## config.mk

```make
export PLATFORM = sky130hd
export DESIGN_NAME = byte_uart_tx
export DESIGN_NICKNAME = d
export VERILOG_FILES = /design/src/rtl/byte_uart_tx.sv
export SDC_FILE = /design/constraint.sdc
export NUM_CORES = 1
export LEC_CHECK = 0
export BUFFER_PORTS_ARGS = -buffer_cell sky130_fd_sc_hd__buf_2
export CORE_MARGIN = 5
export CORE_UTILIZATION = 64
export CTS_CLUSTER_DIAMETER = 200
export DETAILED_ROUTE_END_ITERATION = 12
export GPL_TIMING_DRIVEN = 1
export PLACE_DENSITY = 0.9
export SLEW_MARGIN = 20
export SYNTH_ARGS = -nofsm -noshare
export SYNTH_HDL_FRONTEND = slang
export SYNTH_SLANG_ARGS = --single-unit
```

## constraint.sdc

```tcl
create_clock -name clk -period 4.75 [get_ports clk]
set_input_delay 0.475 -clock clk [delete_from_list [all_inputs] [get_ports clk]]
set_output_delay 0.475 -clock clk [all_outputs]
set_load 0.005 [all_outputs]
```

## src/rtl/byte_uart_tx.sv

```systemverilog
// Byte-stream UART transmitter: a small FIFO fed by valid/ready, then 8-N-1 framing
// with an optional even-parity bit. tx is a flop output and idles high.
module byte_uart_tx #(
    parameter int CLKS_PER_BIT = 16,
    parameter int FIFO_DEPTH   = 4
) (
    input  logic                          clk,
    input  logic                          rst_n,
    input  logic                          ena,
    input  logic                          parity_en,
    input  logic [7:0]                    in_data,
    input  logic                          in_valid,
    output logic                          in_ready,
    output logic                          tx,
    output logic                          busy,
    output logic [$clog2(FIFO_DEPTH):0]   fifo_level
);
    localparam int CW = $clog2(CLKS_PER_BIT);
    localparam int AW = $clog2(FIFO_DEPTH);
    localparam int LW = AW + 1;

    localparam logic [2:0] IDLE   = 3'd0;
    localparam logic [2:0] START  = 3'd1;
    localparam logic [2:0] DATA   = 3'd2;
    localparam logic [2:0] PARITY = 3'd3;
    localparam logic [2:0] STOP   = 3'd4;

    logic [7:0]    mem [FIFO_DEPTH];
    logic [AW-1:0] wr_ptr, rd_ptr;
    logic [LW-1:0] level;
    logic [7:0]    head;

    logic [2:0]    state;
    logic [CW-1:0] baud_cnt;
    logic [2:0]    bit_idx;
    logic [7:0]    shift;
    logic          par_lat;
    logic          par_bit;

    logic push, pop, tc, not_empty;

    assign not_empty  = (level != '0);
    assign head       = mem[rd_ptr];
    assign in_ready   = rst_n && (level != LW'(FIFO_DEPTH));
    assign push       = in_valid && in_ready;
    assign tc         = (baud_cnt == CW'(CLKS_PER_BIT - 1));
    // A pop only happens from registered level, so a byte pushed into an empty FIFO waits one edge.
    assign pop        = ena && not_empty && ((state == IDLE) || (state == STOP && tc));
    assign busy       = (state != IDLE) || not_empty;
    assign fifo_level = level;

    always_ff @(posedge clk) begin
        if (push) mem[wr_ptr] <= in_data;
    end

    always_ff @(posedge clk) begin
        if (!rst_n) begin
            wr_ptr <= '0;
            rd_ptr <= '0;
            level  <= '0;
        end else begin
            if (push) wr_ptr <= wr_ptr + AW'(1);
            if (pop)  rd_ptr <= rd_ptr + AW'(1);
            case ({push, pop})
                2'b10:   level <= level + LW'(1);
                2'b01:   level <= level - LW'(1);
                default: level <= level;
            endcase
        end
    end

    always_ff @(posedge clk) begin
        if (!rst_n) begin
            state    <= IDLE;
            tx       <= 1'b1;
            baud_cnt <= '0;
            bit_idx  <= '0;
            shift    <= '0;
            par_lat  <= 1'b0;
            par_bit  <= 1'b0;
        end else if (ena) begin
            if (pop) begin
                // Both IDLE and the last STOP cycle load the next frame directly.
                shift    <= head;
                par_lat  <= parity_en;
                par_bit  <= ^head;
                baud_cnt <= '0;
                state    <= START;
                tx       <= 1'b0;
            end else begin
                case (state)
                    START: begin
                        if (tc) begin
                            baud_cnt <= '0;
                            bit_idx  <= '0;
                            state    <= DATA;
                            tx       <= shift[0];
                        end else begin
                            baud_cnt <= baud_cnt + CW'(1);
                        end
                    end
                    DATA: begin
                        if (tc) begin
                            baud_cnt <= '0;
                            if (bit_idx == 3'd7) begin
                                state <= par_lat ? PARITY : STOP;
                                tx    <= par_lat ? par_bit : 1'b1;
                            end else begin
                                bit_idx <= bit_idx + 3'd1;
                                shift   <= shift >> 1;
                                tx      <= shift[1];
                            end
                        end else begin
                            baud_cnt <= baud_cnt + CW'(1);
                        end
                    end
                    PARITY: begin
                        if (tc) begin
                            baud_cnt <= '0;
                            state    <= STOP;
                            tx       <= 1'b1;
                        end else begin
                            baud_cnt <= baud_cnt + CW'(1);
                        end
                    end
                    STOP: begin
                        if (tc) begin
                            baud_cnt <= '0;
                            state    <= IDLE;
                            tx       <= 1'b1;
                        end else begin
                            baud_cnt <= baud_cnt + CW'(1);
                        end
                    end
                    default: begin
                        state <= IDLE;
                        tx    <= 1'b1;
                    end
                endcase
            end
        end
    end
endmodule
```

==> flow_summary_export.csv <==
group,metric,value,unit
run_status,status,"complete, no violations",
timing,worst_pin_slew,549,ps
floorplan,io_pins,19,
logic_synthesis,yosysSeqAreaShare,0.554,
min_path,hp-class,"primary input to flop",
logic_synthesis,yosysTopAreaCell,"edfxtp_1",
clock_tree,path_clk_slew,70,ps
drt,vias_per_cell,5.93,
floorplan,die_h,76.4,µm
finish,syn_to_final_growth,11.7,%
placement,placed_cell_area,2930,µm²
timing,slew_headroom,0.633,
clock_tree,htreeDepth,3,
logic_synthesis,synthDistinctLibCells,47,
timing,rsz0062_at_grt,"false",
global_routing,grt_max_degree,25,
drt,drtIter0Drc,180,
clock_tree,cts_buffer_depth,2,
setup_path,worstPathArrival,2760,ps
timing,slew_viol_final,0,
setup_path,cp_max_fo,4,
pwr,worst_ir_drop_vdd,0.000582,V
timing,clock.fmax,0.401,GHz
placement,dpl.hpwl,3.39,mm
logic_synthesis,synth-seq-cells,62,
job,maxCapViolations,0,
floorplan,die-area,5830,µm²
finish,ff_latch_area,1560,µm²
logic_synthesis,syn-num-nets,251,
timing,finalSetupTns,0,ps
logic_synthesis,syn_area_per_cell,12.3,µm²
setup_path,critPathRequiredTime,5020,ps
clock_tree,cts_buffers,9,
clock_tree,cts.sink_count,62,
drt,wl_per_cell,17.2,µm
finish,drive_gt1_frac,0.208,
timing,finClkSkew,9.51,ps
placement,port_buffers,18,
min_path,holdPathStages,1,
pwr,p_leak,1.15,nW
global_routing,grt_pass1_wl,8.93,mm
timing,setup_viol,0,
drt,drc,0,
drt,dr.pass1.iters,4,
finish,stdcell_area,3150,µm²
logic_synthesis,ys.flop_type,"edfxtp_1",
finish,fin_nets,272,
logic_synthesis,synth_top_area_frac,0.341,
timing,finalCriticalPeriod,2490,ps
clock_tree,postCtsHoldBufs,0,
logic_synthesis,yosysWarnings,0,
floorplan,start_util,0.652,
logic_synthesis,synth_edf_count,32,
setup_path,path_class,"flop to flop",
logic_synthesis,syn_inst,229,
clock_tree,clk_latency,340,ps
timing,period_share,0.524,
drt,vias,1822,
timing,hold_viol,0,
global_routing,grtUsageTotal,0.196,
global_routing,antenna_found_initial,0,
finish,n_antenna_cell,0,
setup_path,ff2ff_path_depth,9,
clock_tree,cts_resized,0,
floorplan,die_x,76.4,µm
pwr,p_per_area,532,nW/µm²
setup_path,worst_setup_path_start_kind,"flop",
setup_path,endpoint_kind,"flop",
floorplan,row_count,24,
drt,drt_wl_total,5.27,mm
logic_synthesis,synth.area.top_cells,"edfxtp_1 34%, dfxtp_1 21%, mux4_2 6.4%, ha_1 3.6%, mux2i_1 2.8%",
global_routing,grt_overflow,0,
floorplan,coreArea,4320,µm²
clock_tree,post-cts-setup-buffer-count,0,
finish,multi_input_area,1160,µm²
drt,ant_nets,0,
clock_tree,cts-root-buf,"clkbuf_8",
global_routing,grt_pass1_vias,1825,
placement,routabilityCongestion,0.772,
finish,num-fill-cells,297,
pwr,p_total,1.67,mW
logic_synthesis,mappedNetlistArea,2820,µm²
clock_tree,cts_tree,"done",
logic_synthesis,async_flop_share,0,
[per-layer routing]
layer  part of all wire  global-route usage  vias up
met1               0.42               0.246      873
li1                   -                   -      885
met3              0.060              0.0626       10
met5                  0                   0        -
met4              0.019              0.0752        0
met2               0.50               0.316       54
[through the flow]
stage / util / std cells / worst slack (ps) / hold WS, ps
2_1_floorplan: - / 229 / 2210 / 436
3_3_place_gp: 0.679 / 291 / 2080 / 444
3_5_place_dp: 0.679 / 291 / 2010 / 451
4_1_cts: 0.728 / 307 / 2270 / 333
5_1_grt: 0.728 / 307 / 2110 / 347
6_report: 0.728 / 307 / 2260 / 344
[layout make-up]
| cell class | instances | area share |
|---|---|---|
| flip-flops and latches | 62 | 0.496 |
| multi-input cells | 145 | 0.368 |
| clock buffers | 10 | 0.0405 |
| repair buffers | 20 | 0.0334 |
| clock inverters | 6 | 0.0274 |
| well taps | 52 | 0.0207 |
| inverters | 12 | 0.0143 |
[logic make-up after synthesis]
kind of cell | synth area share
buf+inv | 0.0355
flops | 0.554
simple gates | 0.116
xor+xnor | 0.0373
fa+ha+maj | 0.0426
mux | 0.0963
compound gates | 0.119
[sequential cells by signal (all words and copies together), names as in the netlist, named ones only]
register    cells
mem            32
tx              1
state           3
bit_idx         3
par_bit         1
wr_ptr          2
shift           8
fifo_level      3
rd_ptr          2
par_lat         1
baud_cnt        4
[path summary, 6_finish.rpt]
kind	startpoint	end	slack (ps)
worst max-delay path	baud_cnt[0]	fifo_level[2]	2260
worst min register to register	bit_idx[1]	bit_idx[1]	460
worst min-delay path	in_data[3]	mem[3][3]	340
worst max register to register	baud_cnt[0]	fifo_level[2]	2260
[cell usage after synthesis, types with 2 or more instances]
cell type / number
nor3b_1: 3
o21ai_0: 5
and3_1: 5
clkbuf_1: 4
dfxtp_1: 30
mux2i_1: 8
xor2_1: 3
inv_1: 12
a21oi_1: 12
xnor2_1: 9
nand2b_1: 3
mux4_2: 8
a31oi_1: 5
a211oi_2: 3
nand3_1: 7
edfxtp_1: 32
nor2_1: 17
or2_2: 3
or3_1: 3
buf_2: 2
buf_4: 2
nand2_1: 13
ha_1: 8
and2_1: 2
o21ai_1: 2
or4_1: 2
o31ai_1: 2
o211a_1: 5
[where the power goes]
group          total, mW  internal, mW  switching (mW)
logic              0.471         0.233           0.238
clock network      0.505         0.293           0.211
registers          0.698         0.626          0.0725
total               1.67          1.15           0.522
[layout by cell type (no fill, tap or decap), drive strengths merged, types with 7 or more instances in the layout]
| cell | n |
|---|---|
| a21oi | 12 |
| nor2 | 17 |
| mux4 | 8 |
| clkbuf | 10 |
| o21ai | 7 |
| buf | 20 |
| dfxtp | 30 |
| xnor2 | 9 |
| nand2 | 13 |
| inv | 12 |
| edfxtp | 32 |
| ha | 8 |
| nand3 | 7 |
| mux2i | 8 |
[critical path: stages, from the launching register on]
cell and delay [ps]:
dfxtp_1 390, ha_1 200, nand3_1 220, a211oi_2 320, ha_1 220, inv_1 60
fa_1 380, xor2_1 160, or3_1 310, a21oi_1 140
No activity file was read; power rests on OpenSTA's default activity.
